==> config.mk <==
export PLATFORM = sky130hd
export DESIGN_NAME = rvfi_retire_comparator_flat
export DESIGN_NICKNAME = d
export VERILOG_FILES = /design/src/rtl/rvfi_cmp_pkg.sv /design/src/rtl/rvfi_retire_comparator_if.sv /design/src/rtl/rvfi_cmp_fifo.sv /design/src/rtl/rvfi_retire_comparator.sv /design/src/flat_wrapper.sv
export SDC_FILE = /design/constraint.sdc
export NUM_CORES = 2
export LEC_CHECK = 0
export CAP_MARGIN = 20
export CORE_ASPECT_RATIO = 0.7
export CORE_UTILIZATION = 45
export DETAILED_ROUTE_END_ITERATION = 10
export MAX_ROUTING_LAYER = met4
export PLACE_DENSITY = 0.67
export SETUP_SLACK_MARGIN = 0.05
export SLEW_MARGIN = 20
export SYNTH_ARGS = -nofsm -noshare
export SYNTH_HDL_FRONTEND = slang
export SYNTH_SLANG_ARGS = --single-unit
==> constraint.sdc <==
create_clock -name clk_i -period 11 [get_ports clk_i]
set_input_delay 3.3 -clock clk_i [delete_from_list [all_inputs] [get_ports clk_i]]
set_output_delay 3.3 -clock clk_i [all_outputs]
set_load 0.005 [all_outputs]
==> src/rtl/rvfi_cmp_pkg.sv <==
`default_nettype none
// ============================================================================
// Module      : rvfi_cmp_pkg
// Description : Shared types for the RVFI retirement comparator.
//               - rvfi_cmp_t   : the retirement fields compared per instruction
//               - c_MASK_*     : bit positions inside mismatch_mask_o
//               - cmp_state_e  : comparator run/halt state
// Revision    : 1.0 - initial release
// ============================================================================
package rvfi_cmp_pkg;

    // Data width of the packet fields. The comparator's XLEN parameter must
    // match this value.
    localparam int unsigned c_RVFI_XLEN   = 32;
    localparam int unsigned c_RVFI_MASK_W = c_RVFI_XLEN / 8;

    typedef struct packed {
        logic [63:0]                order;
        logic [31:0]                insn;
        logic                       trap;
        logic [c_RVFI_XLEN-1:0]     pc_rdata;
        logic [c_RVFI_XLEN-1:0]     pc_wdata;
        logic [4:0]                 rd1_addr;
        logic [c_RVFI_XLEN-1:0]     rd1_wdata;
        logic [c_RVFI_XLEN-1:0]     mem_addr;
        logic [c_RVFI_MASK_W-1:0]   mem_rmask;
        logic [c_RVFI_MASK_W-1:0]   mem_wmask;
        logic [c_RVFI_XLEN-1:0]     mem_rdata;
        logic [c_RVFI_XLEN-1:0]     mem_wdata;
    } rvfi_cmp_t;

    // Bit positions in the per-field mismatch mask
    localparam int unsigned c_MASK_ORDER     = 0;
    localparam int unsigned c_MASK_INSN      = 1;
    localparam int unsigned c_MASK_TRAP      = 2;
    localparam int unsigned c_MASK_PC_RDATA  = 3;
    localparam int unsigned c_MASK_PC_WDATA  = 4;
    localparam int unsigned c_MASK_RD1_ADDR  = 5;
    localparam int unsigned c_MASK_RD1_WDATA = 6;
    localparam int unsigned c_MASK_MEM       = 7;
    localparam int unsigned c_MASK_W         = 8;

    typedef enum logic [0:0] {
        RUN  = 1'b0,
        HALT = 1'b1
    } cmp_state_e;

endpackage
`default_nettype wire

==> src/rtl/rvfi_retire_comparator_if.sv <==
`default_nettype none
// ============================================================================
// Module      : rvfi_retire_comparator_if
// Description : Bundle of the two retirement streams and the comparison
//               result/status signals of rvfi_retire_comparator.
//               slave  : the comparator (consumes streams, drives results)
//               master : the stream source / result observer
// Ports       : dut_valid_i/dut_pkt_i, ref_valid_i/ref_pkt_i (streams);
//               cmp_valid_o, mismatch_o, mismatch_mask_o, cmp_order_o,
//               match_cnt_o, mismatch_cnt_o, overflow_o, halted_o (results)
// Revision    : 1.0 - initial release
// ============================================================================
interface rvfi_retire_comparator_if #(
    parameter int unsigned CNT_W = 32
);
    import rvfi_cmp_pkg::*;

    logic               dut_valid_i;
    rvfi_cmp_t          dut_pkt_i;
    logic               ref_valid_i;
    rvfi_cmp_t          ref_pkt_i;
    logic               cmp_valid_o;
    logic               mismatch_o;
    logic [7:0]         mismatch_mask_o;
    logic [63:0]        cmp_order_o;
    logic [CNT_W-1:0]   match_cnt_o;
    logic [CNT_W-1:0]   mismatch_cnt_o;
    logic               overflow_o;
    logic               halted_o;

    modport slave (
        input  dut_valid_i, dut_pkt_i, ref_valid_i, ref_pkt_i,
        output cmp_valid_o, mismatch_o, mismatch_mask_o, cmp_order_o,
               match_cnt_o, mismatch_cnt_o, overflow_o, halted_o
    );

    modport master (
        output dut_valid_i, dut_pkt_i, ref_valid_i, ref_pkt_i,
        input  cmp_valid_o, mismatch_o, mismatch_mask_o, cmp_order_o,
               match_cnt_o, mismatch_cnt_o, overflow_o, halted_o
    );

endinterface
`default_nettype wire

==> src/rtl/rvfi_cmp_fifo.sv <==
`default_nettype none
// ============================================================================
// Module      : rvfi_cmp_fifo
// Description : Synchronous in-order FIFO of rvfi_cmp_t packets. Pointers
//               carry one extra wrap bit so full and empty are distinguished
//               without a separate occupancy counter. A push while full is
//               accepted only when a pop happens in the same cycle; otherwise
//               it is ignored (the caller flags the overflow).
// Ports       : clk_i, rst_ni (async, active-low)
//               i_push/i_data  : write strobe and packet
//               i_pop/o_data   : read strobe and head packet (show-ahead)
//               o_full/o_empty : status flags
// Revision    : 1.0 - initial release
// ============================================================================
module rvfi_cmp_fifo
    import rvfi_cmp_pkg::*;
#(
    parameter int unsigned DEPTH = 4
) (
    input  logic        clk_i,
    input  logic        rst_ni,
    input  logic        i_push,
    input  rvfi_cmp_t   i_data,
    input  logic        i_pop,
    output rvfi_cmp_t   o_data,
    output logic        o_full,
    output logic        o_empty
);

    localparam int unsigned c_AW = $clog2(DEPTH);

    logic [c_AW:0]  r_wptr;
    logic [c_AW:0]  r_rptr;
    rvfi_cmp_t      r_mem [DEPTH];
    logic           w_wr;
    logic           w_rd;

    assign o_empty = (r_wptr == r_rptr);
    assign o_full  = (r_wptr[c_AW] != r_rptr[c_AW]) &&
                     (r_wptr[c_AW-1:0] == r_rptr[c_AW-1:0]);
    assign w_rd    = i_pop && !o_empty;
    // When full, the slot being written is the one being read this cycle;
    // the head is read combinationally before the edge, so this is safe.
    assign w_wr    = i_push && (!o_full || w_rd);
    assign o_data  = r_mem[r_rptr[c_AW-1:0]];

    always_ff @(posedge clk_i or negedge rst_ni) begin
        if (!rst_ni) begin
            r_wptr <= '0;
            r_rptr <= '0;
        end else begin
            if (w_wr) r_wptr <= r_wptr + (c_AW+1)'(1);
            if (w_rd) r_rptr <= r_rptr + (c_AW+1)'(1);
        end
    end

    // Storage needs no reset: occupancy is defined entirely by the pointers.
    always_ff @(posedge clk_i) begin
        if (w_wr) r_mem[r_wptr[c_AW-1:0]] <= i_data;
    end

endmodule
`default_nettype wire

==> src/rtl/rvfi_retire_comparator.sv <==
`default_nettype none
// ============================================================================
// Module      : rvfi_retire_comparator
// Description : Buffers the DUT and ISS retirement streams in two in-order
//               FIFOs, pops them pairwise, compares field by field and
//               reports a registered result plus saturating match/mismatch
//               counters. Stops comparing (HALT) on FIFO overflow, and on
//               the first mismatch when HALT_ON_MISMATCH is set.
// Ports       : clk_i, rst_ni (async, active-low)
//               bus (slave)  : stream inputs and result outputs, see
//                              rvfi_retire_comparator_if
// Revision    : 1.0 - initial release
// ============================================================================
module rvfi_retire_comparator
    import rvfi_cmp_pkg::*;
#(
    parameter int unsigned XLEN             = c_RVFI_XLEN,
    parameter int unsigned DEPTH            = 4,
    parameter bit          HALT_ON_MISMATCH = 1'b1,
    parameter int unsigned CNT_W            = 32
) (
    input  logic                        clk_i,
    input  logic                        rst_ni,
    rvfi_retire_comparator_if.slave     bus
);

    rvfi_cmp_t              w_dut_head;
    rvfi_cmp_t              w_ref_head;
    logic                   w_dut_full;
    logic                   w_dut_empty;
    logic                   w_ref_full;
    logic                   w_ref_empty;

    cmp_state_e             r_state;
    cmp_state_e             w_state_nxt;
    logic                   w_pop;
    logic                   w_ovf_evt;
    logic [c_MASK_W-1:0]    w_mask;

    logic                   r_cmp_valid;
    logic                   r_mismatch;
    logic [c_MASK_W-1:0]    r_mask;
    logic [63:0]            r_order;
    logic [CNT_W-1:0]       r_match_cnt;
    logic [CNT_W-1:0]       r_mismatch_cnt;
    logic                   r_overflow;

    rvfi_cmp_fifo #(.DEPTH(DEPTH)) u_dut_fifo (
        .clk_i   (clk_i),
        .rst_ni  (rst_ni),
        .i_push  (bus.dut_valid_i),
        .i_data  (bus.dut_pkt_i),
        .i_pop   (w_pop),
        .o_data  (w_dut_head),
        .o_full  (w_dut_full),
        .o_empty (w_dut_empty)
    );

    rvfi_cmp_fifo #(.DEPTH(DEPTH)) u_ref_fifo (
        .clk_i   (clk_i),
        .rst_ni  (rst_ni),
        .i_push  (bus.ref_valid_i),
        .i_data  (bus.ref_pkt_i),
        .i_pop   (w_pop),
        .o_data  (w_ref_head),
        .o_full  (w_ref_full),
        .o_empty (w_ref_empty)
    );

    // Field comparison of the two FIFO heads. Register and memory data
    // checks are gated by the DUT's view of what is architecturally valid.
    always_comb begin
        w_mask = '0;
        w_mask[c_MASK_ORDER]     = (w_dut_head.order    != w_ref_head.order);
        w_mask[c_MASK_INSN]      = (w_dut_head.insn     != w_ref_head.insn);
        w_mask[c_MASK_TRAP]      = (w_dut_head.trap     != w_ref_head.trap);
        w_mask[c_MASK_PC_RDATA]  = (w_dut_head.pc_rdata != w_ref_head.pc_rdata);
        w_mask[c_MASK_PC_WDATA]  = (w_dut_head.pc_wdata != w_ref_head.pc_wdata);
        w_mask[c_MASK_RD1_ADDR]  = (w_dut_head.rd1_addr != w_ref_head.rd1_addr);
        w_mask[c_MASK_RD1_WDATA] = (w_dut_head.rd1_addr != 5'd0) &&
                                   (w_dut_head.rd1_wdata != w_ref_head.rd1_wdata);
        w_mask[c_MASK_MEM]       = (w_dut_head.mem_addr  != w_ref_head.mem_addr)  ||
                                   (w_dut_head.mem_rmask != w_ref_head.mem_rmask) ||
                                   (w_dut_head.mem_wmask != w_ref_head.mem_wmask);
        for (int b = 0; b < XLEN/8; b++) begin
            if (w_dut_head.mem_rmask[b] &&
                (w_dut_head.mem_rdata[8*b +: 8] != w_ref_head.mem_rdata[8*b +: 8]))
                w_mask[c_MASK_MEM] = 1'b1;
            if (w_dut_head.mem_wmask[b] &&
                (w_dut_head.mem_wdata[8*b +: 8] != w_ref_head.mem_wdata[8*b +: 8]))
                w_mask[c_MASK_MEM] = 1'b1;
        end
    end

    always_ff @(posedge clk_i or negedge rst_ni) begin
        if (!rst_ni) r_state <= RUN;
        else         r_state <= w_state_nxt;
    end

    always_comb begin
        w_state_nxt = r_state;
        w_pop       = 1'b0;
        case (r_state)
            RUN:     w_pop = !w_dut_empty && !w_ref_empty;
            default: w_pop = 1'b0;
        endcase
        // A pop frees a slot on both sides, so a same-cycle push is legal.
        w_ovf_evt = !w_pop && ((bus.dut_valid_i && w_dut_full) ||
                               (bus.ref_valid_i && w_ref_full));
        if (r_state == RUN) begin
            if (w_ovf_evt || (w_pop && HALT_ON_MISMATCH && (|w_mask)))
                w_state_nxt = HALT;
        end
    end

    always_ff @(posedge clk_i or negedge rst_ni) begin
        if (!rst_ni) begin
            r_cmp_valid    <= 1'b0;
            r_mismatch     <= 1'b0;
            r_mask         <= '0;
            r_order        <= '0;
            r_match_cnt    <= '0;
            r_mismatch_cnt <= '0;
            r_overflow     <= 1'b0;
        end else begin
            r_cmp_valid <= w_pop;
            if (w_pop) begin
                r_mismatch <= |w_mask;
                r_mask     <= w_mask;
                r_order    <= w_dut_head.order;
                if (|w_mask) begin
                    if (r_mismatch_cnt != '1) r_mismatch_cnt <= r_mismatch_cnt + CNT_W'(1);
                end else begin
                    if (r_match_cnt != '1) r_match_cnt <= r_match_cnt + CNT_W'(1);
                end
            end
            if (w_ovf_evt) r_overflow <= 1'b1;
        end
    end

    assign bus.cmp_valid_o     = r_cmp_valid;
    assign bus.mismatch_o      = r_mismatch;
    assign bus.mismatch_mask_o = r_mask;
    assign bus.cmp_order_o     = r_order;
    assign bus.match_cnt_o     = r_match_cnt;
    assign bus.mismatch_cnt_o  = r_mismatch_cnt;
    assign bus.overflow_o      = r_overflow;
    assign bus.halted_o        = (r_state == HALT);

endmodule
`default_nettype wire

==> src/flat_wrapper.sv <==
// flat-port wrapper written by rule: the top's interface ports become plain ports
module rvfi_retire_comparator_flat import rvfi_cmp_pkg::*;
#(
    parameter int unsigned XLEN             = c_RVFI_XLEN,
    parameter int unsigned DEPTH            = 4,
    parameter bit          HALT_ON_MISMATCH = 1'b1,
    parameter int unsigned CNT_W            = 32
)
  (clk_i, rst_ni, bus_dut_valid_i, bus_dut_pkt_i, bus_ref_valid_i, bus_ref_pkt_i, bus_cmp_valid_o, bus_mismatch_o, bus_mismatch_mask_o, bus_cmp_order_o, bus_match_cnt_o, bus_mismatch_cnt_o, bus_overflow_o, bus_halted_o);
  rvfi_retire_comparator_if #(.CNT_W(CNT_W)) bus_i ();
  input  logic clk_i;
  input  logic rst_ni;
  input wire logic [$bits(bus_i.dut_valid_i)-1:0] bus_dut_valid_i;
  input wire logic [$bits(bus_i.dut_pkt_i)-1:0] bus_dut_pkt_i;
  input wire logic [$bits(bus_i.ref_valid_i)-1:0] bus_ref_valid_i;
  input wire logic [$bits(bus_i.ref_pkt_i)-1:0] bus_ref_pkt_i;
  output wire logic [$bits(bus_i.cmp_valid_o)-1:0] bus_cmp_valid_o;
  output wire logic [$bits(bus_i.mismatch_o)-1:0] bus_mismatch_o;
  output wire logic [$bits(bus_i.mismatch_mask_o)-1:0] bus_mismatch_mask_o;
  output wire logic [$bits(bus_i.cmp_order_o)-1:0] bus_cmp_order_o;
  output wire logic [$bits(bus_i.match_cnt_o)-1:0] bus_match_cnt_o;
  output wire logic [$bits(bus_i.mismatch_cnt_o)-1:0] bus_mismatch_cnt_o;
  output wire logic [$bits(bus_i.overflow_o)-1:0] bus_overflow_o;
  output wire logic [$bits(bus_i.halted_o)-1:0] bus_halted_o;
  assign bus_i.dut_valid_i = bus_dut_valid_i;
  assign bus_i.dut_pkt_i = bus_dut_pkt_i;
  assign bus_i.ref_valid_i = bus_ref_valid_i;
  assign bus_i.ref_pkt_i = bus_ref_pkt_i;
  assign bus_cmp_valid_o = bus_i.cmp_valid_o;
  assign bus_mismatch_o = bus_i.mismatch_o;
  assign bus_mismatch_mask_o = bus_i.mismatch_mask_o;
  assign bus_cmp_order_o = bus_i.cmp_order_o;
  assign bus_match_cnt_o = bus_i.match_cnt_o;
  assign bus_mismatch_cnt_o = bus_i.mismatch_cnt_o;
  assign bus_overflow_o = bus_i.overflow_o;
  assign bus_halted_o = bus_i.halted_o;
  rvfi_retire_comparator #(.XLEN(XLEN), .DEPTH(DEPTH), .HALT_ON_MISMATCH(HALT_ON_MISMATCH), .CNT_W(CNT_W)) u_core (.clk_i(clk_i), .rst_ni(rst_ni), .bus(bus_i));
endmodule
## After elaboration in Yosys (flattened, before gate mapping)

Memory sizes are Yosys's and may differ from the RTL's.
Cells that the tools add are included.

| operators by class | value |
|---|---|
| reductions and logical operators | 35 |
| bitwise gates (word level) | 1 |
| add/sub/neg operators | 6 |
| eq/ne operators | 26 |
| multiplexer cells | 15 |

Operators with widths:

| operator | count |
|---|---|
| 32-bit != test | 5 |
| 32-bit by 1-bit adder with 32-bit output, second input constant | 2 |
| 32-bit != test, second input constant | 2 |
| 64-bit != test | 1 |
| 8-bit != test | 8 |
| 1-bit logical AND | 20 |
| 1-bit 2-to-1 mux | 15 |
| 3-bit by 1-bit adder with 3-bit output, second input constant | 4 |
| 4-bit != test | 2 |
| 8-bit OR reduction | 1 |
| 3-bit == test | 2 |
| 1-bit logical OR | 6 |
| 3-bit AND reduction | 2 |
| 1-bit logical NOT | 5 |
| 5-bit != test | 1 |
| 5-bit nonzero test | 1 |
| 2-bit == test | 2 |
| 1-bit != test | 3 |
| 1-bit NOT | 1 |

| word-level totals | value |
|---|---|
| bits in registers | 152 |
| output and inout port bits | 140 |
| word-level logic and storage cells | 97 |
| input bits | 608 |
| memories | 2 |
| bits in writable memories | 2,416 |

Memories:

| memory | depth | bits a word | rd ports | clocked after Yosys merged registers in | write ports | line | source |
|---|---|---|---|---|---|---|---|
| u_core.u_dut_fifo.r_mem | 4 | 302 | 1 | 0 | 1 | rvfi_cmp_fifo.sv:34 | `rvfi_cmp_t r_mem [DEPTH];` |
| u_core.u_ref_fifo.r_mem | 4 | 302 | 1 | 0 | 1 | rvfi_cmp_fifo.sv:34 |  |

## Depth between registers and ports, before layout

An unclocked memory read counts as a cell.

| logic depth | value |
|---|---|
| depth after elaboration | 17 |
| mapped depth | 16 |
| gate-level depth less buffers | 9 |

## By module

A second synthesis with hierarchy kept.

| second synthesis, totals | value |
|---|---|
| cells, all modules | 4,290 |
| area, all modules | 97,185.7 µm² |

By module, submodules not included:

| module | sequential area each (µm²) | area each (µm²) | times used | cells an instance |
|---|---|---|---|---|
| rvfi_cmp_fifo at u_core.u_ref_fifo | 36,424.9 | 43,909.6 | 1 | 1,624 |
| rvfi_cmp_fifo at u_core.u_dut_fifo | 36,424.9 | 43,887.1 | 1 | 1,624 |
| rvfi_retire_comparator | 3,503.4 | 9,389.0 | 1 | 1,042 |

## Least setup slack after synthesis

Ideal clock, no wire load.

| timing | value |
|---|---|
| kind | input -> register |
| from | input port bus_dut_valid_i |
| to | memory u_core.u_dut_fifo.r_mem[3][0] (netlist name) (enable) |
| data required time | 10,296 ps |
| cell stages on the path | 2 |
| slack | -218 ps |
| data arrival time | 10,514 ps |
| path buffers | 0 |
| setup time | 704 ps |
| cells stage by stage | nor2b_1 and2_1 |

| on the way | value |
|---|---|
| word-level cells in the longest chain between the ends | 3 |

RTL lines:

| what | line | source |
|---|---|---|
| start, declared | flat_wrapper.sv:13 | `input wire logic [$bits(bus_i.dut_valid_i)-1:0] bus_dut_valid_i;` |
| 1-bit logical AND | rvfi_cmp_fifo.sv:44 | `assign w_wr = i_push && (!o_full \|\| w_rd);` |
| 1-bit 2-to-1 mux | rvfi_cmp_fifo.sv:59 | `if (w_wr) r_mem[r_wptr[c_AW-1:0]] <= i_data;` |
| 1-bit 2-to-1 mux (not written as such) | rvfi_cmp_fifo.sv:59 |  |
| end, declared | rvfi_cmp_fifo.sv:34 |  |

Every way passes these cells.

## Worst setup path in the final report

| timing | value |
|---|---|
| from | register u_core.u_ref_fifo.r_rptr[0] |
| to | register u_core.r_mismatch_cnt[1], in the netlist u_core.bus.mismatch_cnt_o[1] |

| on the way | value |
|---|---|
| word-level cells in the longest chain between the ends | 14 |
| elaborated cells between the ends (all ways) | 44 |
| those cells by class | eq/ne: 19; mux: 9; reduce/logical: 15; memory: 1 |

RTL lines:

| what | line | source |
|---|---|---|
| start, declared | rvfi_cmp_fifo.sv:33 | `logic [c_AW:0] r_rptr;` |
| start signal, assigned | rvfi_cmp_fifo.sv:53 | `if (w_rd) r_rptr <= r_rptr + (c_AW+1)'(1);` |
| memory 4 x 302 bit | -- |  |
| 32-bit != test or 4-bit != test (tied branches) | rvfi_retire_comparator.sv:82, rvfi_retire_comparator.sv:83 |  |
| 1-bit logical OR | rvfi_retire_comparator.sv:82 | `w_mask[c_MASK_MEM] = (w_dut_head.mem_addr != w_ref_head.mem_addr) \|\|` |
| 1-bit logical OR | rvfi_retire_comparator.sv:83 | `(w_dut_head.mem_rmask != w_ref_head.mem_rmask) \|\|` |
| 1-bit 2-to-1 mux | rvfi_retire_comparator.sv:86 | `if (w_dut_head.mem_rmask[b] &&` |
| 1-bit 2-to-1 mux | rvfi_retire_comparator.sv:89 | `if (w_dut_head.mem_wmask[b] &&` |
| 1-bit 2-to-1 mux | rvfi_retire_comparator.sv:86 |  |
| 1-bit 2-to-1 mux | rvfi_retire_comparator.sv:89 |  |
| 1-bit 2-to-1 mux | rvfi_retire_comparator.sv:86 |  |
| 1-bit 2-to-1 mux | rvfi_retire_comparator.sv:89 |  |
| 1-bit 2-to-1 mux | rvfi_retire_comparator.sv:86 |  |
| 1-bit 2-to-1 mux | rvfi_retire_comparator.sv:89 |  |
| 8-bit OR reduction | rvfi_retire_comparator.sv:131 | `if (\|w_mask) begin` |
| 3-bit AND reduction (no line) (*) | -- |  |
| end signal, assigned | rvfi_retire_comparator.sv:132 | `if (r_mismatch_cnt != '1) r_mismatch_cnt <= r_mismatch_cnt + CNT_W'(1);` |
| end, declared | rvfi_retire_comparator.sv:45 | `logic [CNT_W-1:0] r_mismatch_cnt;` |

Every way passes the cells marked *; elsewhere a longest branch is shown, timed or not.
A chain may end at the register's enable or synchronous reset.

==> qor.yml <==
setup_path:
  critPathRequiredTime_ns: 11.73
  worstPathArrival_ns: 7.33
  path_delay_family: "simple AND/OR/NAND/NOR gates"
  worst_setup_path_end_kind: "flip-flop"
  cp_max_fo: 39
  critPathKind: "flip-flop to flip-flop"
  critical_path_buf_inv_count: 2
  critPathSlowestCell: "dfrtp_4"
  crit_path_start_kind: "flip-flop"
  reg2reg_depth: 11
  critPathMaxStageDelay_ns: 1.06
  rrSetupSlack_ns: 4.40
  cp_common_cell: "nand4_1"
  crit_chain: "buf_4, mux4_2, xnor2_1, nand4_1, nor4_1, nand4_1, nor4_2, and2_1, buf_16, or3_1, mux2_2"
  path_depth: 11
route:
  drc: 0
  vias: 46171
  antenna_left: 0
  routed_wl_mm: 237
  first_iter_violations: 4858
  drt_first_pass_iters: 6
  vias_per_cell: 5.56
  post_drt_wl_per_cell_um: 28.5
sta:
  maxSlewViolCount: 0
  fin_worst_skew_ns: 0.0505
  rsz0062_at_grt: "no"
  tightest_slew_ns: 1.24
  hold_viol: 0
  setup_viol_count_final: 0
  fmax_mhz: 151
  slew_headroom: 0.173
  period_share: 0.600
  fin_crit_ns: 6.60
  hold_ws_ns: 0.474
global_routing:
  grt_max_degree: 113
  grt_overflow_total: 0
  grt_pass1_vias: 46289
  grt.total_usage: 0.223
  antenna_found_initial: 95
  grt_pass1_wl_mm: 336
outcome:
  status: "completed"
clock_network:
  cts_tree: "yes"
  cts.repair.resized: 0
  post_cts_buffers: 0
  h-tree-depth: 4
  cts_buffer_depth: 4
  hold_buffers: 0
  insertion_delay_ns: 0.87
  numCtsBuffers: 237
  cts.sinks: 2568
  cts-root-buf: "clkbuf_16"
  path_clk_slew_ns: 0.07
power:
  p_seq_frac: 0.447
  p_per_area_mw_per_mm2: 265
  p_int_mw: 21.6
  switching_share: 0.296
  switching_power_mw: 9.09
  max-vdd-ir-drop_v: 0.000191
  power.share.combinational: 0.288
  finalPower_mw: 30.7
  cellLeakagePower_nw: 37.0
  clkPwrFrac: 0.265
cells_and_area:
  drive_above_1_share: 0.198
  final_net_count: 5769
  syn_to_final_growth_pct: 19.7
  fillers: 16076
  final_core_util: 0.542
synthesis:
  syn-num-nets: 4883
  async_reset_ff_frac: 0.0592
  synth_top_area_frac: 0.749
  synthesis.area_mm2: 0.0969
  ys_ff_latch: 2568
  synthTopCellsByArea: "edfxtp_1 75%, mux4_2 14%, dfrtp_1 3.9%"
  synth_seq_area_share: 0.788
  synth_edf_count: 2416
  yosysUniqueCellTypes: 38
  synth_common_cells: "2,416 x edfxtp_1, 604 x mux4_2, 294 x xnor2_1"
  syn_area_per_cell_um2: 22.7
  synthCells: 4263
  synth_flop_cell: "edfxtp_1"
  synth_area_leader_cell: "edfxtp_1"
  yosys_warnings: 0
  yosysMostFrequentCell: "edfxtp_1"
place:
  place_congestion: 0.779
  port_buffers: 747
  dp_hpwl_mm: 148
die:
  die_w_um: 557
  std_cell_rows: 142
  die_h_um: 390
  die-area_mm2: 0.217
  core_area_mm2: 0.214
  io_pins: 748
  initial_utilization: 0.453
worst_hold_path:
  min_path_type: "flip-flop to flip-flop"
  min_delay_path_depth: 1
job:
  maxCapViolCount: 0
[layer usage]
layer | GRT usage | routed length [µm] | share of wire
met5 | - | 0 | 0
met4 | 0.0525 | 3980 | 0.017
met3 | 0.0589 | 19900 | 0.084
met2 | 0.329 | 111000 | 0.47
met1 | 0.311 | 102000 | 0.43
[logic make-up (layout without fill, tap and decap cells)]
group	Yosys count	count (layout)	share of synthesized area
buffers and inverters	185	1265	0.00895
AOI/OAI and AO/OA	21	21	0.00124
DFF	2568	2568	0.788
other	0	77	0
and+or+nand+nor	494	494	0.0252
muxes	607	607	0.141
xor gates and xnor gates	376	376	0.0340
adders and majority gates	12	12	0.00155
[sequential cells by signal, indices dropped and copies added (netlist names)]
register                    cells
u_core.u_dut_fifo.r_mem      1208
u_core.u_ref_fifo.r_mem      1208
u_core.bus.cmp_order_o         64
u_core.bus.match_cnt_o         32
u_core.bus.mismatch_cnt_o      32
u_core.bus.mismatch_mask_o      8
u_core.u_dut_fifo.r_rptr        3
u_core.u_dut_fifo.r_wptr        3
u_core.u_ref_fifo.r_rptr        3
u_core.u_ref_fifo.r_wptr        3
u_core.bus.cmp_valid_o          1
u_core.bus.halted_o             1
u_core.bus.mismatch_o           1
u_core.bus.overflow_o           1
[worst paths after layout]
check,to,startpoint
setup / recovery,u_core.bus.mismatch_cnt_o[1],u_core.u_ref_fifo.r_rptr[0]
hold / removal,u_core.bus.overflow_o,u_core.bus.overflow_o
setup reg to reg,u_core.bus.mismatch_cnt_o[1],u_core.u_ref_fifo.r_rptr[0]
hold reg to reg,u_core.bus.overflow_o,u_core.bus.overflow_o
max in group asynchronous,u_core.u_ref_fifo.r_rptr[1],rst_ni
min in group asynchronous,u_core.bus.cmp_order_o[39],rst_ni
[power groups by stage]
stage / Clock (mW) / Combinational (mW) / Sequential [mW]
after floorplan: 0 / 5.96 / 14.2
after global placement: 0 / 8.99 / 13.8
after detailed placement: 0 / 9.01 / 13.9
after CTS: 8.30 / 9.06 / 13.7
after global routing: 8.66 / 9.46 / 13.9
final: 8.13 / 8.83 / 13.7
[metrics by stage]
step / TNS, ns / setup slack (ns) / instance area, µm² / std cells
6_report: 0 / 4.40 / 116000 / 8300
4_1_cts: 0 / 4.21 / 116000 / 8223
2_1_floorplan: -225.28 / -0.187 / 96900 / 4263
5_1_grt: 0 / 3.87 / 116000 / 8295
3_5_place_dp: 0 / 4.23 / 108000 / 7790
3_3_place_gp: 0 / 3.85 / 108000 / 7789
[cell usage in the layout, fill, tap and decap left out, types with 26 or more instances in the layout]
cell type,count
edfxtp_1,2416
clkdlybuf4s50_1,746
mux4_2,604
xnor2_1,294
nand2_1,249
clkbuf_16,240
dfrtp_1,148
nand4_1,84
xor2_1,82
diode_2,77
clkbuf_1,48
clkinv_2,47
nor4_1,44
buf_4,42
clkinv_1,33
nand3_1,26
[layout make-up]
cell class	count	area (µm²)	area share
clock inverters	125	1250	0.0108
inverters	17	66.3	0.000572
repair buffers	815	8320	0.0718
diodes	77	193	0.00166
well taps	2880	3600	0.0311
clock buffers	308	6460	0.0557
flip-flops and latches	2568	76400	0.659
multi-input cells	1510	19700	0.170
No activity file was read; power rests on OpenSTA's default activity.
